--- src/rtl/dff_bank_pkg.sv ---
// Shared definitions for the DFF register-bank write controller.
package dff_bank_pkg;

    localparam int NREQ  = 4;
    localparam int GNT_W = 2;

    typedef enum logic {
        IDLE  = 1'b0,
        SWEEP = 1'b1
    } state_t;

endpackage

--- src/rtl/dff_bank_ctrl_if.sv ---
// Requester/controller bus for dff_bank_ctrl; parity hook signals exist only
// when DFF_BANK_PARITY_EN is defined.
interface dff_bank_ctrl_if
    import dff_bank_pkg::*;
#(
    parameter int WIDTH = 8,
    parameter int DEPTH = 8
) ();
    localparam int AW = $clog2(DEPTH);

    logic [NREQ-1:0]       req;
    logic [NREQ*AW-1:0]    wr_addr;
    logic [NREQ*WIDTH-1:0] wr_data;
    logic [NREQ-1:0]       ack;
    logic [GNT_W-1:0]      gnt_id;
    logic                  sweep_req;
    logic                  busy;
    logic                  done;
    logic [AW-1:0]         rd_addr;
    logic [WIDTH-1:0]      rd_data;

`ifdef DFF_BANK_PARITY_EN
    logic                  inj_perr;
    logic                  rd_perr;

    modport master (
        output req, wr_addr, wr_data, sweep_req, rd_addr, inj_perr,
        input  ack, gnt_id, busy, done, rd_data, rd_perr
    );
    modport slave (
        input  req, wr_addr, wr_data, sweep_req, rd_addr, inj_perr,
        output ack, gnt_id, busy, done, rd_data, rd_perr
    );
`else
    modport master (
        output req, wr_addr, wr_data, sweep_req, rd_addr,
        input  ack, gnt_id, busy, done, rd_data
    );
    modport slave (
        input  req, wr_addr, wr_data, sweep_req, rd_addr,
        output ack, gnt_id, busy, done, rd_data
    );
`endif

endinterface

--- src/rtl/rr_arbiter4.sv ---
// Combinational four-way round-robin pick: first eligible index at or after ptr.
module rr_arbiter4
    import dff_bank_pkg::*;
(
    input  logic [NREQ-1:0]  elig,
    input  logic [GNT_W-1:0] ptr,
    output logic             valid,
    output logic [GNT_W-1:0] win
);

    logic [GNT_W-1:0] idx;

    // Scan from the farthest offset back to ptr so the nearest eligible index wins.
    always_comb begin
        valid = |elig;
        win   = ptr;
        idx   = ptr;
        for (int off = NREQ - 1; off >= 0; off--) begin
            idx = ptr + GNT_W'(off);
            if (elig[idx]) win = idx;
        end
    end

endmodule

--- src/rtl/dff_bank_ctrl.sv ---
// Round-robin write controller and clear sweeper for a DEPTH x WIDTH DFF bank.
// Optional per-entry parity with injection hook: define DFF_BANK_PARITY_EN.
module dff_bank_ctrl
    import dff_bank_pkg::*;
#(
    parameter int WIDTH = 8,
    parameter int DEPTH = 8
) (
    input  logic           clk,
    input  logic           clr,
    dff_bank_ctrl_if.slave bus
);

    localparam int AW = $clog2(DEPTH);

    state_t            state;
    logic [GNT_W-1:0]  ptr;
    logic [AW-1:0]     cnt;
    logic [NREQ-1:0]   ack_q;
    logic [GNT_W-1:0]  gnt_q;
    logic              busy_q;
    logic              done_q;
    logic [WIDTH-1:0]  bank [DEPTH];
`ifdef DFF_BANK_PARITY_EN
    logic [DEPTH-1:0]  par;
`endif

    logic [NREQ-1:0]   elig;
    logic              valid;
    logic [GNT_W-1:0]  win;
    logic [AW-1:0]     win_addr;
    logic [WIDTH-1:0]  win_data;

    // Masking by the registered ACK keeps a requester from being granted twice
    // while it is still lowering REQ.
    assign elig     = bus.req & ~ack_q;
    assign win_addr = bus.wr_addr[win*AW +: AW];
    assign win_data = bus.wr_data[win*WIDTH +: WIDTH];

    rr_arbiter4 u_arb (
        .elig  (elig),
        .ptr   (ptr),
        .valid (valid),
        .win   (win)
    );

    // NOTE: the bank is cleared by the async reset like any other register; it is
    // a DFF array, not a RAM macro, so resetting every entry is intended.
    always_ff @(posedge clk or posedge clr) begin
        if (clr) begin
            state  <= IDLE;
            ptr    <= '0;
            cnt    <= '0;
            ack_q  <= '0;
            gnt_q  <= '0;
            busy_q <= 1'b0;
            done_q <= 1'b0;
            for (int i = 0; i < DEPTH; i++) bank[i] <= '0;
`ifdef DFF_BANK_PARITY_EN
            par    <= '0;
`endif
        end else begin
            ack_q  <= '0;
            done_q <= 1'b0;
            case (state)
                IDLE: begin
                    if (bus.sweep_req) begin
                        state  <= SWEEP;
                        cnt    <= '0;
                        busy_q <= 1'b1;
                    end else if (valid) begin
                        bank[win_addr] <= win_data;
`ifdef DFF_BANK_PARITY_EN
                        par[win_addr]  <= (^win_data) ^ bus.inj_perr;
`endif
                        ack_q[win]     <= 1'b1;
                        gnt_q          <= win;
                        ptr            <= win + 2'd1;
                    end
                end
                SWEEP: begin
                    bank[cnt] <= '0;
`ifdef DFF_BANK_PARITY_EN
                    par[cnt]  <= 1'b0;
`endif
                    cnt       <= cnt + 1'b1;
                    if (cnt == AW'(DEPTH - 1)) begin
                        state  <= IDLE;
                        busy_q <= 1'b0;
                        done_q <= 1'b1;
                    end
                end
                default: state <= IDLE;
            endcase
        end
    end

    assign bus.ack     = ack_q;
    assign bus.gnt_id  = gnt_q;
    assign bus.busy    = busy_q;
    assign bus.done    = done_q;
    assign bus.rd_data = bank[bus.rd_addr];
`ifdef DFF_BANK_PARITY_EN
    assign bus.rd_perr = par[bus.rd_addr] ^ (^bank[bus.rd_addr]);
`endif

endmodule
--- src/flat_wrapper.sv ---
// flat-port wrapper written by rule: the top's interface ports become plain ports
module dff_bank_ctrl_flat import dff_bank_pkg::*;
#(
    parameter int WIDTH = 8,
    parameter int DEPTH = 8
)
  (clk, clr, bus_req, bus_wr_addr, bus_wr_data, bus_sweep_req, bus_rd_addr, bus_ack, bus_gnt_id, bus_busy, bus_done, bus_rd_data);
  dff_bank_ctrl_if #(.WIDTH(WIDTH), .DEPTH(DEPTH)) bus_i ();
  input  logic clk;
  input  logic clr;
  input wire logic [$bits(bus_i.req)-1:0] bus_req;
  input wire logic [$bits(bus_i.wr_addr)-1:0] bus_wr_addr;
  input wire logic [$bits(bus_i.wr_data)-1:0] bus_wr_data;
  input wire logic [$bits(bus_i.sweep_req)-1:0] bus_sweep_req;
  input wire logic [$bits(bus_i.rd_addr)-1:0] bus_rd_addr;
  output wire logic [$bits(bus_i.ack)-1:0] bus_ack;
  output wire logic [$bits(bus_i.gnt_id)-1:0] bus_gnt_id;
  output wire logic [$bits(bus_i.busy)-1:0] bus_busy;
  output wire logic [$bits(bus_i.done)-1:0] bus_done;
  output wire logic [$bits(bus_i.rd_data)-1:0] bus_rd_data;
  assign bus_i.req = bus_req;
  assign bus_i.wr_addr = bus_wr_addr;
  assign bus_i.wr_data = bus_wr_data;
  assign bus_i.sweep_req = bus_sweep_req;
  assign bus_i.rd_addr = bus_rd_addr;
  assign bus_ack = bus_i.ack;
  assign bus_gnt_id = bus_i.gnt_id;
  assign bus_busy = bus_i.busy;
  assign bus_done = bus_i.done;
  assign bus_rd_data = bus_i.rd_data;
  dff_bank_ctrl #(.WIDTH(WIDTH), .DEPTH(DEPTH)) u_core (.clk(clk), .clr(clr), .bus(bus_i));
endmodule
--- config.mk ---
export PLATFORM = sky130hd
export DESIGN_NAME = dff_bank_ctrl_flat
export DESIGN_NICKNAME = d
export VERILOG_FILES = /design/src/rtl/dff_bank_pkg.sv /design/src/rtl/dff_bank_ctrl_if.sv /design/src/rtl/rr_arbiter4.sv /design/src/rtl/dff_bank_ctrl.sv /design/src/flat_wrapper.sv
export SDC_FILE = /design/constraint.sdc
export NUM_CORES = 1
export LEC_CHECK = 0
export BUFFER_PORTS_ARGS = -buffer_cell sky130_fd_sc_hd__buf_2
export CORE_MARGIN = 4
export CORE_UTILIZATION = 50
export CTS_BUF_LIST = sky130_fd_sc_hd__clkbuf_8
export CTS_CLUSTER_DIAMETER = 30
export DETAILED_ROUTE_END_ITERATION = 7
export PLACE_DENSITY = 0.71
export SLEW_MARGIN = 20
export SYNTH_ARGS = -nofsm -noshare
export SYNTH_HDL_FRONTEND = slang
export SYNTH_SLANG_ARGS = --single-unit
--- constraint.sdc ---
create_clock -name clk -period 2.9 [get_ports clk]
set_input_delay 0.145 -clock clk [delete_from_list [all_inputs] [get_ports clk]]
set_output_delay 0.145 -clock clk [all_outputs]
set_load 0.01 [all_outputs]
Word level (Yosys, flattened, before mapping)
Cells that the tools add are included.
Word-level totals
  register bits after elaboration: 78
  latch bits: 0
  bits in writable memories: 0
  bits in read-only memories: 0
  logic and storage cells: 93
  memories: 0
Cells by class
  add/sub/neg operators: 5
  $mul: 1
  div/mod/pow operators: 0
  order comparisons: 11
  eq/ne operators: 5
  shifts and indexed selects: 2
  mux-type cells: 38
  bitwise gates (word level): 9
  reductions and logical operators: 7
Operators by type and width (number)
  64-bit two-way mux: 2
  64-bit case mux with 2 select lines: 1
  64-bit AND: 1
  64-bit bitwise mux: 1
  64-bit inverter: 1
  8-bit demux with 3-bit select: 2
  8-bit two-way mux: 4
  32-bit by 6-bit indexed part select with 8-bit output: 1
  8-bit binary-select mux with 3-bit select: 1
  2-bit by 3-bit < comparator with 1-bit output, second input constant: 5
  4-bit >= comparator, second input constant: 3
  4-bit two-way mux: 3
  3-bit inverter with 4-bit output: 3
  12-bit by 5-bit indexed part select with 3-bit output: 1
  1-bit two-way mux: 11
  1-bit binary-select mux with 2-bit select: 4
  4-bit by 1-bit < comparator with 1-bit output, second input constant: 2
  2-bit two-way mux: 4
  2-bit != test, second input constant: 4
  3-bit case mux with 2 select lines: 1
  2-bit by 1-bit adder with 2-bit output, second input constant: 2
  2-bit adder, second input constant: 2
  4-bit AND: 1
  2-bit by 2-bit multiplier with 4-bit output, second input constant: 1
  12 further kinds: 17

Longest topological paths before layout
Gate-level depths: netlist of run 1.
  depth after elaboration: 19
  mapped depth: 10
  mapped depth without buffers: 7

Cells and area by module
From an unflattened synthesis of run 1, not the netlist that was laid out.
Unflattened totals
  cell total of the unflattened synthesis: 355
  area, all modules: 4236.6 µm²
Modules (own cells, without submodules)
  dff_bank_ctrl: instances 1, cells an instance 339, area an instance 4136.5 µm², seq. area each 1951.9 µm²
  rr_arbiter4: instances 1, cells an instance 16, area an instance 100.1 µm², seq. area each 0.0 µm²

Worst setup path before layout of run 1
No wires, ideal clock.
  path type: flip-flop to flip-flop
  from: register u_core.ack_q[3] (netlist: u_core.bus.ack[3])
  to: register u_core.bank[24] (netlist bit)
  arrival time: 2.315 ns
  data required time: 2.762 ns
  setup slack: 0.446 ns
  stages on the path, launching flop included: 10
  cell sequence: dfrtp_1 > nor2b_4 > o311ai_2 > nand3_4 > buf_8 > mux2i_1 > mux2_4 > buf_4 > nor4b_4 > o22ai_1
Between the ends
  word-level cells in the longest chain between the ends: 19
  elaborated cells between the ends (all ways): 30
Ends and longest elaborated chain
  start: declaration: RTL line dff_bank_ctrl.sv:19  | logic [NREQ-1:0] ack_q;
  start signal: assignment: RTL line dff_bank_ctrl.sv:54  | ack_q <= '0;
  start signal: assignment: RTL line dff_bank_ctrl.sv:63  | ack_q <= '0;
  start signal: indexed assignment: RTL line dff_bank_ctrl.sv:76  | ack_q[win] <= 1'b1;
  4-bit inverter *: RTL line dff_bank_ctrl.sv:36  | assign elig = bus.req & ~ack_q;
  4-bit AND *: RTL line dff_bank_ctrl.sv:36
  1-bit binary-select mux with 2-bit select: RTL line rr_arbiter4.sv:20  | if (elig[idx]) win = idx;
  1-bit two-way mux (implied by the code): RTL line rr_arbiter4.sv:20
  2-bit two-way mux (4 in series): RTL line rr_arbiter4.sv:20
  2-bit by 2-bit multiplier with 4-bit output: RTL line dff_bank_ctrl.sv:37  | assign win_addr = bus.wr_addr[win*AW +: AW];
  12-bit by 5-bit indexed part select with 3-bit output: RTL line dff_bank_ctrl.sv:37
  3-bit inverter with 4-bit output (implied by the code): RTL line dff_bank_ctrl.sv:72  | bank[win_addr] <= win_data;
  4-bit >= comparator (implied by the code) / 4-bit by 1-bit < comparator with 1-bit output (equally long branches): RTL line dff_bank_ctrl.sv:72
  1-bit logical AND (implied by the code): RTL line dff_bank_ctrl.sv:72
  8-bit two-way mux (implied by the code): RTL line dff_bank_ctrl.sv:72
  8-bit demux with 3-bit select: RTL line dff_bank_ctrl.sv:72
  64-bit bitwise mux: RTL line dff_bank_ctrl.sv:72
  64-bit two-way mux: RTL line dff_bank_ctrl.sv:71  | end else if (valid) begin
  64-bit two-way mux: RTL line dff_bank_ctrl.sv:67  | if (bus.sweep_req) begin
  64-bit case mux with 2 select lines: RTL line dff_bank_ctrl.sv:65  | case (state)
  end signal: indexed assignment: RTL line dff_bank_ctrl.sv:72
  end: declaration: RTL line dff_bank_ctrl.sv:23  | logic [WIDTH-1:0] bank [DEPTH];
Mark *: on every way between the ends. The rest lies on a longest branch, timed or not. The select of a mux whose other input is x is not followed.
A chain may end at the register's enable or synchronous reset.

Worst setup path after layout of run 1
  from: register u_core.ack_q[3] (netlist: u_core.bus.ack[3])
  to: register u_core.bank[51] (netlist bit)
The elaborated chain is that of the path after synthesis.

==> results of run 1 <==
## registers in the layout (all words and copies together) (netlist names)
signal	flops
u_core.cnt	3
u_core.bus.busy	1
u_core.bus.done	1
u_core.bus.gnt_id	2
u_core.state	1
u_core.bus.ack	4
u_core.ptr	2
u_core.bank	64
## power by group through the flow
stage | clock, mW | sequential, mW | combinational, mW
3_3_place_gp | 0 | 1.87 | 2.10
6_report | 1.09 | 1.89 | 2.19
4_1_cts | 1.09 | 1.87 | 2.18
5_1_grt | 1.13 | 1.94 | 2.38
2_1_floorplan | 0 | 1.71 | 1.65
3_5_place_dp | 0 | 1.89 | 2.17
## worst reg2reg max path, cell delays in order (launching register included)
cell and delay, ns:
dfrtp_1 0.42, nor2b_4 0.19, nor2_1 0.08, o21ai_0 0.19, o211a_1 0.30, mux2_2 0.40, buf_4 0.21, nand4b_1 0.46
o22ai_1 0.33
## cell type report
type / count / area (um^2) / area share, %
clock buffer: 9 / 124 / 2.51
sequential: 78 / 1950 / 39.5
timing repair buffer: 80 / 430 / 8.71
inverter: 4 / 15.0 / 0.304
clock inverter: 7 / 145 / 2.94
multi-input combinational: 266 / 2150 / 43.4
tap: 105 / 131 / 2.66
## layout by cell type, fill, tap and decap left out, types with 2 or more instances in the layout
cell / count
nor4b_4: 4
mux4_2: 16
a21oi_1: 3
buf_2: 69
mux2_2: 10
and3_1: 4
nand4_1: 2
nand2b_1: 3
o21ai_0: 5
buf_4: 10
nand3b_1: 3
ha_1: 6
o21ai_1: 2
o32ai_1: 6
nand3_1: 3
nand4b_1: 4
bufinv_16: 4
and2_1: 2
o2bb2ai_1: 16
o22ai_1: 42
inv_1: 3
nor2_1: 10
mux2i_1: 30
nand2_1: 73
a41oi_2: 2
dfrtp_1: 78
clkbuf_8: 9
## worst max path at each step
stage,from,to,slack (ns),depth (start not counted)
floorplan,u_core.bus.ack[3],u_core.bank[24],0.45,9
global placement,u_core.bus.ack[3],u_core.bank[48],0.34,8
detailed placement,u_core.bus.ack[3],u_core.bank[48],0.27,8
CTS,u_core.bus.ack[3],u_core.bank[51],0.25,8
global route,u_core.bus.ack[3],u_core.bank[48],0.02,8
finish,u_core.bus.ack[3],u_core.bank[51],0.22,8
## logic make-up (layout without fill, tap and decap cells)
logic type,count (synthesis),count (layout)
buffers and inverters,27,100
flip-flops,78,78
AND/OR/NAND/NOR,120,120
multiplexers,58,58
adder cells (fa/ha/maj),6,6
AO/OA/AOI/OAI,82,82
## layer usage
layer  GRT usage [%]  share of wire (%)  up-vias
met2            37.6                 48      145
li1                -                  -     1546
met4            9.12                2.2        0
met5               0                  0        -
met1            33.6                 43     1697
met3            3.34                6.6       18
## stage by stage
step | std cells | utilization [%] | setup slack, ns | cell area, um^2
after floorplan | 371 | - | 0.446 | 4230
after global placement | 532 | 56.8 | 0.345 | 4660
after detailed placement | 532 | 56.8 | 0.271 | 4660
after CTS | 549 | 60.2 | 0.251 | 4940
after global routing | 549 | 60.2 | 0.0245 | 4940
final | 549 | 60.2 | 0.216 | 4940
==> impl_metrics.json, run 1 <==
{
  "synth_area_leader_cell": "dfrtp_1",
  "netlist_top_cells_area": "dfrtp_1 (46%), mux4_2 (8.5%), mux2i_1 (7.1%), nand2_1 (6.5%), o22ai_1 (6.2%)",
  "initial_core_util_pct": 51.5,
  "power_frac_seq_pct": 36.6,
  "p_clk_share_pct": 21.1,
  "wl_per_cell_um": 20.8,
  "tightestPinTransition_ns": 0.810,
  "synth_cell_types": 49,
  "slowest_stage": "nand4b_1",
  "finalNetCount": 499,
  "p_int_mw": 3.12,
  "rows": 33,
  "drtPass1Iterations": 5,
  "peakVddDrop_v": 0.000559,
  "hold_path_end": "u_core.cnt[1]",
  "areaGrowthSynthToFinish_pct": 16.8,
  "cts.clk_slew.worst_paths_ns": 0.08,
  "globalplace.congestion": 0.836,
  "r2r_end": "u_core.bank[51]",
  "switching_share_pct": 39.7,
  "min_delay_path_depth": 2,
  "synthFlopType": "dfrtp_1",
  "maxSlewHeadroom_pct": 45.9,
  "synth_area_per_cell_um2": 11.4,
  "maxCapViolCount": 0,
  "yosysMostFrequentCell": "dfrtp_1",
  "die_h_um": 100,
  "drive_gt1_share_pct": 30.9,
  "cp.arrival_ns": 2.94,
  "netlist_area_um2": 4230,
  "htree_levels": 3,
  "io_pins": 70,
  "wl_um": 11400,
  "p_comb_share_pct": 42.3,
  "reg2reg_slack_ns": 0.22,
  "clock_latency_ns": 0.36,
  "critPathTopFamily": "compound AO/OA/AOI/OAI gates",
  "syn_inst": 371,
  "fp.coreArea_um2": 8220,
  "nFillCells": 677,
  "hpwl_um": 8360,
  "syn_nets": 431,
  "hold_path_class": "primary input to flop",
  "crit_path_max_incr_delay_ns": 0.46,
  "tns_ns": 0,
  "synth-edff-count": 0,
  "crit_chain": "nor2b_4 -> nor2_1 -> o21ai_0 -> o211a_1 -> mux2_2 -> buf_4 -> nand4b_1 -> o22ai_1",
  "grt_pass1_wl_um": 18400,
  "p_switching_mw": 2.05,
  "rr_worst_depth": 8,
  "num_antenna_cells": 0,
  "synth_top_family_by_area": "multiplexers",
  "path_class": "flop to flop",
  "end_kind": "flop",
  "via_per_inst": 6.20,
  "yosys.area_share.xor_xnor_pct": 0,
  "max_clock_freq_ghz": 0.373,
  "clock-sinks": 78,
  "synthAdderAreaFrac_pct": 1.77,
  "gr-total-overflow": 0,
  "grt_usage_pct": 23.8,
  "rr_startpoint": "u_core.bus.ack[3]",
  "antenna_found_initial": 0,
  "required_ns": 3.16,
  "fin_crit_sh_pct": 92.6,
  "fin_crit_ns": 2.68,
  "numCtsBuffers": 9,
  "cts_buffer_depth": 2,
  "rsz0062_at_grt": "false",
  "synth-simple-area-share_pct": 15.9,
  "hold_viol_final": 0,
  "slew_viol_final": 0,
  "synthMuxAreaShare_pct": 18.9,
  "drc": 0,
  "synth_compound_area_share_pct": 14.0,
  "hold_buffers": 1,
  "worstHoldStart": "bus_sweep_req",
  "cts.repair.resized": 0,
  "die_area_um2": 10000,
  "grt_max_degree": 37,
  "io_buffers": 69,
  "yosysTopAreaCellShare_pct": 46.1,
  "die_width_um": 100,
  "status": "finished, final reports clean",
  "clockRootBuffer": "clkbuf_8",
  "ys_ff_latch": 78,
  "vias": 3406,
  "synth_commonest_cells": "dfrtp_1 (78), nand2_1 (73), o22ai_1 (42)",
  "cp-start-kind": "flop",
  "path_buf_inv": 1,
  "powerDensity_nw_per_um2": 1050,
  "ys_seq_area_share_pct": 46.1,
  "holdWs_ns": 0.0794,
  "cp_max_fo": 13,
  "cts_tree": "yes",
  "yosysWarnings": 0,
  "grt_pass1_vias": 3357,
  "ant_nets": 0,
  "setup_viol": 0,
  "drt-initial-drc-count": 230,
  "finClkSkew_ns": 0.0109,
  "total_power_mw": 5.17,
  "p_leak_nw": 2.28,
  "synthArstFlopShare_pct": 100,
  "cts_setup_buffers": 0
}
Power figures use the tool's default switching activity.
==> run 2: changes to the inputs <==
--- a/config.mk
+++ b/config.mk
@@ -15,4 +15,5 @@
 export SLEW_MARGIN = 20
 export SYNTH_ARGS = -nofsm -noshare
 export SYNTH_HDL_FRONTEND = slang
+export SYNTH_HIERARCHICAL = 1
 export SYNTH_SLANG_ARGS = --single-unit
==> run 2 against run 1 <==
  * Via count is 13% lower
  * Register-to-register slack got worse by 0.08 ns
  * Sequential cell count stayed put
  * Critical path depth did not move
  * Worst hold slack worse by 0.0028 ns
  * Count of clock-buffer cells in the layout rose by 1
  * Clock skew shrank 0.0011 ns
  * Final cell count is 2.6% lower
  * Critical path type unchanged
  * Largest cell class unchanged
  * Highest routed layer unchanged
==> impl_metrics.json, run 2 <==
{
  "hold_viol_final": 0,
  "via_per_inst": 5.55,
  "ant_nets": 0,
  "rr_startpoint": "u_core/bus.ack[3]",
  "reg2reg_slack_ns": 0.14,
  "peakVddDrop_v": 0.000352,
  "synthArstFlopShare_pct": 100,
  "worstHoldStart": "bus_sweep_req",
  "numCtsBuffers": 9,
  "synth_commonest_cells": "mux2i_1 (80), dfrtp_1 (78), nand2_1 (74)",
  "antenna_found_initial": 0,
  "p_switching_mw": 1.71,
  "synth-edff-count": 0,
  "max_clock_freq_ghz": 0.362,
  "grt.busiest_layer": "met2",
  "status": "finished, final reports clean",
  "p_comb_share_pct": 40.2,
  "wl_per_cell_um": 17.5,
  "syn_nets": 415,
  "nFillCells": 681,
  "layout_common_cells": "mux2i_1 (80), dfrtp_1 (78), nand2_1 (74)",
  "htree_levels": 3,
  "syn_inst": 355,
  "p_int_mw": 2.83,
  "cp.arrival_ns": 3.03,
  "grt_pass1_vias": 3135,
  "synthFlopType": "dfrtp_1",
  "instances_no_fill": 535,
  "powerDensity_nw_per_um2": 918,
  "cts_buffer_depth": 2,
  "netlist_top_cells_area": "dfrtp_1 (46%), mux2i_1 (19%), mux4_2 (10%), nand2_1 (6.6%), mux2_2 (4.5%)",
  "netlist_area_um2": 4240,
  "switching_share_pct": 37.7,
  "path_class": "flop to flop",
  "drtPass1Iterations": 4,
  "drc": 0,
  "die_width_um": 100,
  "final_util_pct": 60.2,
  "end_kind": "flop",
  "p_leak_nw": 2.49,
  "grt_usage_pct": 20.5,
  "fp.coreArea_um2": 8220,
  "yosysWarnings": 6,
  "largest_register_ffs": 64,
  "finalNetCount": 485,
  "crit_end": "u_core/bank[59]",
  "p_clk_share_pct": 18.1,
  "use_met2_pct": 31.0,
  "rr_worst_depth": 8,
  "synth_area_leader_cell": "dfrtp_1",
  "die_h_um": 100,
  "hpwl_um": 6910,
  "power_frac_seq_pct": 41.6,
  "drt-initial-drc-count": 122,
  "gr-usage-met3_pct": 4.93,
  "grt_max_degree": 44,
  "io_buffers": 69,
  "fin_crit_sh_pct": 95.2,
  "rows": 33,
  "clock-sinks": 78,
  "fin_crit_ns": 2.76,
  "yosysMostFrequentCell": "mux2i_1",
  "grt_pass1_wl_um": 15900,
  "cts_tree": "yes",
  "areaGrowthSynthToFinish_pct": 16.8,
  "die_area_um2": 10000,
  "finClkSkew_ns": 0.00982,
  "cp_max_fo": 8,
  "synth_area_per_cell_um2": 11.9,
  "initial_core_util_pct": 51.6,
  "hold_path_class": "primary input to flop",
  "clockRootBuffer": "clkbuf_8",
  "place_inst": 516,
  "io_pins": 70,
  "synth_cell_types": 33,
  "r2r_end": "u_core/bank[59]",
  "clock_latency_ns": 0.35,
  "setup_viol": 0,
  "vias": 2967,
  "top_register": "u_core/bank",
  "maxSlewHeadroom_pct": 40.7,
  "slew_viol_final": 0,
  "cp-start-kind": "flop",
  "ys_ff_latch": 78,
  "tightestPinTransition_ns": 0.888,
  "grt.met1_usage_pct": 29.3,
  "maxCapViolCount": 0,
  "yosysTopAreaCellShare_pct": 46.1,
  "setup.worst_path.start": "u_core/bus.ack[3]",
  "cts.clk_slew.worst_paths_ns": 0.08,
  "final_common_cell": "mux2i_1",
  "required_ns": 3.17,
  "globalplace.congestion": 0.821,
  "gr-total-overflow": 0,
  "wl_um": 9350,
  "ys_seq_area_share_pct": 46.1,
  "drive_gt1_share_pct": 34.2,
  "num_antenna_cells": 0
}
[run 2: cell count changes after synthesis, sizes merged, moves of 4 or more]
| cell | delta |
|---|---|
| clkbuf | -5 |
| mux2 | +6 |
| o2bb2ai | -16 |
| o22ai | -41 |
| nand3 | -4 |
| and3 | -4 |
| nor2 | -5 |
| o32ai | -6 |
| mux2i | +49 |
| buf | +7 |
[run 2: worst min-delay path by stage]
stage	endpoint	slack, ns	cells after the start
2_1_floorplan	u_core/cnt[1]	0.25	1
3_3_place_gp	u_core/cnt[0]	0.38	2
3_5_place_dp	u_core/state	0.38	2
4_1_cts	u_core/cnt[1]	0.06	2
5_1_grt	u_core/cnt[1]	0.08	2
6_report	u_core/cnt[1]	0.08	2
[run 2: layout make-up]
class	count	area [um^2]	share of cell area, %
repair buffers	84	460	9.31
flip-flops and latches	78	1950	39.5
multi-input cells	247	2190	44.2
clock inverters	6	61.3	1.24
inverters	5	18.8	0.379
well taps	105	131	2.66
clock buffers	10	138	2.78
[run 2: power groups by stage]
stage,Clock (mW),Sequential [mW],Combinational (mW)
floorplan,0,1.75,1.44
global placement,0,1.87,1.73
detailed placement,0,1.89,1.80
CTS,0.843,1.88,1.81
global route,0.896,1.95,2.05
finish,0.823,1.89,1.83
[run 2: repair_timing]
item,CTS,global route
gates resized for setup,0,2
setup buffers,0,2
hold endpoints to repair,13,0
setup endpoints to repair,0,19
hold buffers,1,0
[run 2: critical path, cell delays in order, from the launching register on]
cell and delay, ns:
dfrtp_1 0.41, nor2b_4 0.16, and2b_2 0.22, o21ai_0 0.15, o221a_2 0.30, mux4_2 0.65
nor4_4 0.33, buf_4 0.24, mux2i_1 0.22
[run 2: logic make-up (layout without fill, tap and decap cells)]
| logic type | Yosys count | in the layout | synth area share [%] |
|---|---|---|---|
| buffers and inverters | 30 | 105 | 3.16 |
| and+or+nand+nor | 114 | 114 | 13.9 |
| DFF | 78 | 78 | 46.1 |
| AOI/OAI and AO/OA | 11 | 11 | 1.57 |
| muxes | 116 | 116 | 33.5 |
| adders and majority gates | 6 | 6 | 1.77 |
[run 2: metrics by stage]
step	area [um^2]	setup slack, ns	hold slack, ns	setup TNS (ns)	power [mW]
after floorplan	4240	0.0598	0.252	0	3.19
after global placement	4710	0.261	0.377	0	3.60
after detailed placement	4710	0.110	0.384	0	3.70
after CTS	4920	0.104	0.0610	0	4.53
after global routing	4950	-0.0102	0.0782	-0.0102	4.89
final	4950	0.139	0.0765	0	4.54
[run 2: per-layer routing]
metal  part of all wire (%)  wire [um]
met1                     46       4330
met4                    1.2        114
met5                      0          0
met2                     47       4350
met3                    5.9        555
